[config.mk]
export PLATFORM = sky130hd
export DESIGN_NAME = parking_gate_arbiter_flat
export DESIGN_NICKNAME = d
export VERILOG_FILES = /design/src/rtl/parking_pkg.sv /design/src/rtl/parking_gate_arbiter_if.sv /design/src/rtl/parking_rr_arb2.sv /design/src/rtl/parking_gate_arbiter.sv /design/src/flat_wrapper.sv
export SDC_FILE = /design/constraint.sdc
export NUM_CORES = 1
export LEC_CHECK = 0
export CAP_MARGIN = 20
export CORE_MARGIN = 2
export CORE_UTILIZATION = 57
export CTS_BUF_LIST = sky130_fd_sc_hd__clkbuf_4 sky130_fd_sc_hd__clkbuf_8
export DETAILED_ROUTE_END_ITERATION = 8
export HOLD_SLACK_MARGIN = 0.15
export PLACE_DENSITY = 0.86
export REMOVE_ABC_BUFFERS = 1
export SLEW_MARGIN = 20
export SYNTH_ARGS = -nofsm -noshare
export SYNTH_HDL_FRONTEND = slang
export SYNTH_SLANG_ARGS = --single-unit
export TNS_END_PERCENT = 10
[constraint.sdc]
create_clock -name clk -period 5.3 [get_ports clk]
set_input_delay 0.795 -clock clk [delete_from_list [all_inputs] [get_ports clk]]
set_output_delay 0.795 -clock clk [all_outputs]
set_load 0.02 [all_outputs]
[src/rtl/parking_pkg.sv]
// Shared types and default sizing for the parking gate arbiter.
package parking_pkg;

    localparam int unsigned LANES             = 2;
    localparam int unsigned CAPACITY_DEF      = 8;
    localparam int unsigned OPEN_TIMEOUT_DEF  = 16;
    localparam int unsigned MOTION_CYCLES_DEF = 4;

    typedef enum logic [1:0] {
        IDLE,
        OPENING,
        OPEN,
        CLOSING
    } gate_state_e;

endpackage

[src/rtl/parking_gate_arbiter_if.sv]
// Lane handshake, sensor and barrier/status signals of the parking gate.
interface parking_gate_arbiter_if
#(
    parameter int unsigned CAPACITY = parking_pkg::CAPACITY_DEF
) ();

    logic [parking_pkg::LANES-1:0] req;
    logic [parking_pkg::LANES-1:0] ack;
    logic                          pass_sensor;
    logic                          exit_pulse;
    logic                          motor_open;
    logic                          motor_close;
    logic                          gate_busy;
    logic                          lot_full;
    logic [$clog2(CAPACITY+1)-1:0] occupancy;
    logic                          timeout_err;

    modport master (
        output req, pass_sensor, exit_pulse,
        input  ack, motor_open, motor_close, gate_busy, lot_full, occupancy, timeout_err
    );

    modport slave (
        input  req, pass_sensor, exit_pulse,
        output ack, motor_open, motor_close, gate_busy, lot_full, occupancy, timeout_err
    );

endinterface

[src/rtl/parking_rr_arb2.sv]
// Two-lane round-robin arbiter; pointer remembers the lane granted last.
module parking_rr_arb2
    import parking_pkg::*;
(
    input  logic             clk,
    input  logic             rst,
    input  logic [LANES-1:0] req_i,
    input  logic             update_i,
    output logic [LANES-1:0] grant_o
);

    logic last_q;

    always_comb begin
        grant_o = req_i;
        if (req_i == 2'b11) begin
            grant_o = last_q ? 2'b01 : 2'b10;
        end
    end

    // Reset points at lane 1 so lane 0 takes the first tie.
    always_ff @(posedge clk) begin
        if (rst) begin
            last_q <= 1'b1;
        end else if (update_i && (grant_o != '0)) begin
            last_q <= grant_o[1];
        end
    end

endmodule

[src/rtl/parking_gate_arbiter.sv]
// Parking barrier controller: lane arbitration, gate sequencing, occupancy count.
module parking_gate_arbiter
    import parking_pkg::*;
#(
    parameter int unsigned CAPACITY      = CAPACITY_DEF,
    parameter int unsigned OPEN_TIMEOUT  = OPEN_TIMEOUT_DEF,
    parameter int unsigned MOTION_CYCLES = MOTION_CYCLES_DEF
)
(
    input  logic                   clk,
    input  logic                   rst,
    parking_gate_arbiter_if.slave  bus
);

    localparam int unsigned OW   = $clog2(CAPACITY + 1);
    localparam int unsigned TMAX = (OPEN_TIMEOUT > MOTION_CYCLES) ? OPEN_TIMEOUT : MOTION_CYCLES;
    localparam int unsigned TW   = $clog2(TMAX + 1);
    localparam logic [TW-1:0] MOTION_LAST = TW'(MOTION_CYCLES - 1);
    localparam logic [TW-1:0] OPEN_LAST   = TW'(OPEN_TIMEOUT - 1);
    localparam logic [OW-1:0] OCC_FULL    = OW'(CAPACITY);

    gate_state_e      state_q, state_d;
    logic [TW-1:0]    timer_q, timer_d;
    logic [OW-1:0]    occ_q, occ_d;
    logic [LANES-1:0] ack_q, ack_d, grant;
    logic             grant_take;
    logic             timeout_q, timeout_d;
    logic             motor_open_q, motor_close_q, gate_busy_q, lot_full_q;
    logic             car_in;

    parking_rr_arb2 u_arb (
        .clk      (clk),
        .rst      (rst),
        .req_i    (bus.req),
        .update_i (grant_take),
        .grant_o  (grant)
    );

    always_comb begin
        state_d    = state_q;
        timer_d    = timer_q + 1'b1;
        ack_d      = '0;
        timeout_d  = 1'b0;
        grant_take = 1'b0;
        case (state_q)
            IDLE: begin
                timer_d = '0;
                if ((bus.req != '0) && !lot_full_q) begin
                    ack_d      = grant;
                    grant_take = 1'b1;
                    state_d    = OPENING;
                end
            end
            OPENING: begin
                if (timer_q == MOTION_LAST) begin
                    state_d = OPEN;
                    timer_d = '0;
                end
            end
            OPEN: begin
                if (bus.pass_sensor) begin
                    state_d = CLOSING;
                    timer_d = '0;
                end else if (timer_q == OPEN_LAST) begin
                    timeout_d = 1'b1;
                    state_d   = CLOSING;
                    timer_d   = '0;
                end
            end
            CLOSING: begin
                if (timer_q == MOTION_LAST) begin
                    state_d = IDLE;
                    timer_d = '0;
                end
            end
            default: begin
                state_d = IDLE;
                timer_d = '0;
            end
        endcase
    end

    // A car entering and one leaving in the same cycle cancel out.
    assign car_in = (state_q == OPEN) && bus.pass_sensor;

    always_comb begin
        occ_d = occ_q;
        if (car_in) begin
            if (!bus.exit_pulse) begin
                occ_d = occ_q + 1'b1;
            end
        end else if (bus.exit_pulse && (occ_q != '0)) begin
            occ_d = occ_q - 1'b1;
        end
    end

    // Outputs decode the next state so they line up with the registered state.
    always_ff @(posedge clk) begin
        if (rst) begin
            state_q       <= IDLE;
            timer_q       <= '0;
            occ_q         <= '0;
            ack_q         <= '0;
            timeout_q     <= 1'b0;
            motor_open_q  <= 1'b0;
            motor_close_q <= 1'b0;
            gate_busy_q   <= 1'b0;
            lot_full_q    <= 1'b0;
        end else begin
            state_q       <= state_d;
            timer_q       <= timer_d;
            occ_q         <= occ_d;
            ack_q         <= ack_d;
            timeout_q     <= timeout_d;
            motor_open_q  <= (state_d == OPENING);
            motor_close_q <= (state_d == CLOSING);
            gate_busy_q   <= (state_d != IDLE);
            lot_full_q    <= (occ_d == OCC_FULL);
        end
    end

    assign bus.ack         = ack_q;
    assign bus.motor_open  = motor_open_q;
    assign bus.motor_close = motor_close_q;
    assign bus.gate_busy   = gate_busy_q;
    assign bus.lot_full    = lot_full_q;
    assign bus.occupancy   = occ_q;
    assign bus.timeout_err = timeout_q;

endmodule

[src/flat_wrapper.sv]
// flat-port wrapper written by rule: the top's interface ports become plain ports
module parking_gate_arbiter_flat import parking_pkg::*;
#(
    parameter int unsigned CAPACITY      = CAPACITY_DEF,
    parameter int unsigned OPEN_TIMEOUT  = OPEN_TIMEOUT_DEF,
    parameter int unsigned MOTION_CYCLES = MOTION_CYCLES_DEF
)
  (clk, rst, bus_req, bus_pass_sensor, bus_exit_pulse, bus_ack, bus_motor_open, bus_motor_close, bus_gate_busy, bus_lot_full, bus_occupancy, bus_timeout_err);
  parking_gate_arbiter_if #(.CAPACITY(CAPACITY)) bus_i ();
  input  logic clk;
  input  logic rst;
  input wire logic [$bits(bus_i.req)-1:0] bus_req;
  input wire logic [$bits(bus_i.pass_sensor)-1:0] bus_pass_sensor;
  input wire logic [$bits(bus_i.exit_pulse)-1:0] bus_exit_pulse;
  output wire logic [$bits(bus_i.ack)-1:0] bus_ack;
  output wire logic [$bits(bus_i.motor_open)-1:0] bus_motor_open;
  output wire logic [$bits(bus_i.motor_close)-1:0] bus_motor_close;
  output wire logic [$bits(bus_i.gate_busy)-1:0] bus_gate_busy;
  output wire logic [$bits(bus_i.lot_full)-1:0] bus_lot_full;
  output wire logic [$bits(bus_i.occupancy)-1:0] bus_occupancy;
  output wire logic [$bits(bus_i.timeout_err)-1:0] bus_timeout_err;
  assign bus_i.req = bus_req;
  assign bus_i.pass_sensor = bus_pass_sensor;
  assign bus_i.exit_pulse = bus_exit_pulse;
  assign bus_ack = bus_i.ack;
  assign bus_motor_open = bus_i.motor_open;
  assign bus_motor_close = bus_i.motor_close;
  assign bus_gate_busy = bus_i.gate_busy;
  assign bus_lot_full = bus_i.lot_full;
  assign bus_occupancy = bus_i.occupancy;
  assign bus_timeout_err = bus_i.timeout_err;
  parking_gate_arbiter #(.CAPACITY(CAPACITY), .OPEN_TIMEOUT(OPEN_TIMEOUT), .MOTION_CYCLES(MOTION_CYCLES)) u_core (.clk(clk), .rst(rst), .bus(bus_i));
endmodule
Word level (Yosys, flattened, before mapping)
Index checks and enable logic that the tools add are counted.

storage, ports and cells
  register bits after elaboration = 19
  input bits = 6
  output and inout port bits = 11
  logic and storage cells = 56

operators by class
  add/sub/neg operators = 3
  equal/unequal tests = 9
  mux-type cells = 18
  bitwise gates (word level) = 3
  reductions and logical operators = 13

operator list
  cell                   number
  $mux W5                3
  $pmux W5 S3            1
  $mux W2                7
  $mux W4                3
  $eq A2 B2 Y1 const B   4
  $pmux W2 S4            1
  $reduce_bool A2 Y1     3
  $reduce_or A3 Y1       2
  $add A5 B1 Y5 const B  1
  $eq A5 B2 Y1 const B   1
  $eq A5 B4 Y1 const B   1
  $add A4 B1 Y4 const B  1
  $eq A2 B1 Y1 const B   2
  $eq A4 B4 Y1 const B   1
  $logic_and A1 B1 Y1    4
  $reduce_bool A4 Y1     1
  $sub A4 B1 Y4 const B  1
  $mux W1                3
  $not A1 Y1             3
  $logic_not A2 Y1       1
  $reduce_or A2 Y1       1
  $logic_not A1 Y1       1

Longest topological paths before layout
  depth after elaboration = 5
  mapped depth = 7
  depth with buffers taken out = 7

By module
From an unflattened synthesis, not the netlist that was laid out.

second synthesis, totals
  cell total of the unflattened synthesis = 98
  area total of the unflattened synthesis = 922.1 µm²

modules (own cells, without submodules)
  module                instances  cells each  area an instance (µm²)  sequential area each (µm²)
  parking_gate_arbiter  1          91          860.8                   360.3
  parking_rr_arb2       1          7           61.3                    20.0

Worst setup path before layout
Ideal clock, no wire load.

  kind = input to register
  from = in bus_pass_sensor
  to = reg u_core.occ_q[2], in the netlist u_core.bus.occupancy[2]
  setup time = 115 ps
  arrival = 1,828 ps
  data required time = 5,185 ps
  slack = 3,357 ps
  stages = 4
  path buffers = 0
  path through = and3b_1 -> mux2_2 -> a211o_2 -> and2_1

between the ends
  longest elaborated chain between the ends = 2

RTL lines
  element               line                         source
  from (decl)           flat_wrapper.sv:13           input wire logic [$bits(bus_i.pass_sensor)-1:0] bus_pass_sensor;
  $logic_and A1 B1 Y1   parking_gate_arbiter.sv:84   assign car_in = (state_q == OPEN) && bus.pass_sensor;
  $mux W4               parking_gate_arbiter.sv:88   if (car_in) begin
  to (signal assigned)  parking_gate_arbiter.sv:102  occ_q <= '0;
  to (signal assigned)  parking_gate_arbiter.sv:112  occ_q <= occ_d;
  to (decl)             parking_gate_arbiter.sv:24   logic [OW-1:0] occ_q, occ_d;

Every way passes these cells.
A chain may end at the register's enable or synchronous reset.

Final worst setup path
Same ends and word-level chain as after synthesis.

==> run_results.csv <==
group,metric,value,unit
timing,holdWs,460.4,ps
power,p_comb_share,43.1,%
routing,wl,1858,microns
power,vdd_ir_drop_max,0.3399,mV
grt,grtUsageTotal,21.07,%
cts,post_cts_buffers,0,
layout,stdcell_count,136,
place,hpwl,1427,microns
layout,drive_above_1_share,7.500,%
place,place_inst,132,
cts,clk_latency,300,ps
place,io_buffers,16,
cts,cts_inserted_buffers,3,
layout,diodes,0,
cts,cts_sinks,19,
flow_run,drv_cap,0,
layout,nets,132,
run_status,status,"finished clean",
cts,post_cts_resized,0,
grt,grt_max_degree,15,
cts,cts.htree.levels,1,
timing,tns,0,ps
synthesis,syn_area_per_cell,9.016,sq um
setup_path,start_kind,"input port",
layout,final_cell_mix,"dfxtp_1, clkdlybuf4s50_1, nor2_1, inv_1, nor3_1",
timing,fin_worst_skew,7.964,ps
setup_path,arrival,2480,ps
grt,antenna_found_initial,0,
floorplanning,die_height,44.17,microns
power,power_density,427.0,nW/um^2
setup_path,cp-end-kind,"flip-flop",
routing,initialDrtViolationCount,10,
power,swShare,35.75,%
timing,tightest_slew,496.1,ps
cts,clockBufferDepth,2,
grt,grt_pass1_wl,2994,microns
routing,wl_per_cell,13.66,microns
timing,relSlewSlack,66.07,%
hold_path,hp-class,"flip-flop to flip-flop",
floorplanning,io_pins,17,
place,place.gp.congestion,0.8723,
setup_path,critPathKind,"input port to flip-flop",
timing,setup_viol,0,
synthesis,ys_seq_area_share,41.36,%
cts,root_buffer,"clkbuf_4",
timing,rsz0062_at_grt,"no",
setup_path,cp.required,5500,ps
setup_path,cp_max_fo,6,
power,intPower,0.0003076,W
synthesis,syn_area,919.6,sq um
layout,area_growth,21.91,%
synthesis,ys_ff_latch,19,
timing,max_freq,438.7,MHz
timing,drv_slew,0,
cts,hold_buffers,0,
floorplanning,rows,14,
power,pwr-share-seq,40.8,%
synthesis,ys_warn_count,0,
routing,drc,0,
cts,path_clk_slew,100,ps
cts,tritoncts,"yes",
grt,grt_pass1_vias,706,
timing,hold_viol,0,
floorplanning,start_util,61.05,%
routing,vias,791,
power,p_clk_share,16.1,%
power,leakagePower,0.4552,nW
synthesis,yosysTopAreaCell,"dfxtp_1",
power,switchingPower,0.0001711,W
grt,grt.overflow.total,0,
layout,layout_commonest_cell,"dfxtp_1",
synthesis,synthTopCellsByArea,"dfxtp_1, ha_1, nor2_1",
timing,fin_crit_sh,43.01,%
floorplanning,die_area,1951,sq um
timing,layout_min_cycle_time,2280,ps
floorplanning,coreArea,1506,sq um
synthesis,synthCells,102,
synthesis,synth_top_area_share,41.36,%
floorplanning,die-width,44.17,microns
routing,drt-vias-per-instance,5.816,
routing,drt_first_pass_iters,4,
synthesis,yosys.cell_types.count,36,
routing,postRouteAntennaNets,0,
-- final cells by class --
class | count | area (sq um)
multi-input cells | 73 | 500.5
fillers | 113 | 385.4
flip-flops and latches | 19 | 380.4
repair buffers | 16 | 160.2
clock buffers | 4 | 30.03
inverters | 8 | 30.03
well taps | 16 | 20.02
-- critical path, cell delays in order --
cell and delay (ps):
clkdlybuf4s50_1 560, and3b_1 270, mux2_2 350, a211o_2 340
and2_1 160
-- routing by layer --
metal	track usage [%]	part of all wire (%)
met4	10.91	2.2
met2	34.71	49
met5	0	0
met3	2.449	3.8
met1	27.04	45
-- Yosys cell counts (all sizes together) --
library cell / n
nor3: 6
a21oi: 5
nand4: 3
and3: 2
or3b: 1
mux2: 1
dfxtp: 19
a2bb2oi: 2
o21ai: 4
o21a: 1
and4bb: 1
nor4b: 1
inv: 8
nor3b: 2
buf: 1
xor2: 1
o211a: 2
a2111o: 1
nand3b: 1
a21o: 1
nand2b: 3
and3b: 1
nand2: 4
ha: 5
nor2: 11
and2: 1
a2111oi: 1
clkbuf: 1
a211oi: 1
a211o: 3
nand3: 4
or4b: 1
or3: 1
xnor2: 2
-- power groups by stage --
stage	Combinational [W]	Sequential [W]	Clock (W)
2_1_floorplan	0.000119	0.000215	0
3_3_place_gp	0.000200	0.000196	0
3_5_place_dp	0.000207	0.000198	0
4_1_cts	0.000207	0.000195	0.0000782
5_1_grt	0.000225	0.000199	0.0000832
6_report	0.000206	0.000195	0.0000771
-- registers in the layout, indices dropped and copies added, names as in the netlist --
signal	flops
u_core.bus.gate_busy	1
u_core.bus.lot_full	1
u_core.timer_q	5
u_core.bus.occupancy	4
u_core.state_q	2
u_core.bus.ack	2
u_core.bus.motor_close	1
u_core.u_arb.last_q	1
u_core.bus.timeout_err	1
u_core.bus.motor_open	1
-- through the flow --
step / cell area [sq um] / total power [W] / utilization [%] / worst slack (ps)
CTS: 1121 / 0.0004804 / 74.42 / 3025
detailed placement: 1091 / 0.0004051 / 72.43 / 2704
floorplan: 910.9 / 0.0003336 / - / 3357
global route: 1121 / 0.0005070 / 74.42 / 2968
global placement: 1091 / 0.0003959 / 72.43 / 2751
finish: 1121 / 0.0004787 / 74.42 / 3020
-- final timing paths --
path / from / end / slack, ps / cells past startpoint
hold / removal: u_core.timer_q[0]$_SDFF_PP0_ / u_core.timer_q[0]$_SDFF_PP0_ / 460 / 1
setup / recovery: bus_pass_sensor / u_core.bus.occupancy[2]$_SDFF_PP0_ / 3020 / 5
hold reg to reg: u_core.timer_q[0]$_SDFF_PP0_ / u_core.timer_q[0]$_SDFF_PP0_ / 460 / 1
setup reg to reg: u_core.bus.occupancy[0]$_SDFF_PP0_ / u_core.bus.lot_full$_SDFF_PP0_ / 3390 / 6
-- cells by family (layout without fill, tap and decap cells) --
kind of cell,count (synthesis),after routing,synth area share [%]
DFF,19,19,41.36
buffers and inverters,10,28,4.217
AOI/OAI and AO/OA,21,21,17.14
muxes,1,1,1.224
and+or+nand+nor,43,43,26.40
xor gates and xnor gates,3,3,2.858
adders and majority gates,5,5,6.803
Power figures use the tool's default switching activity.
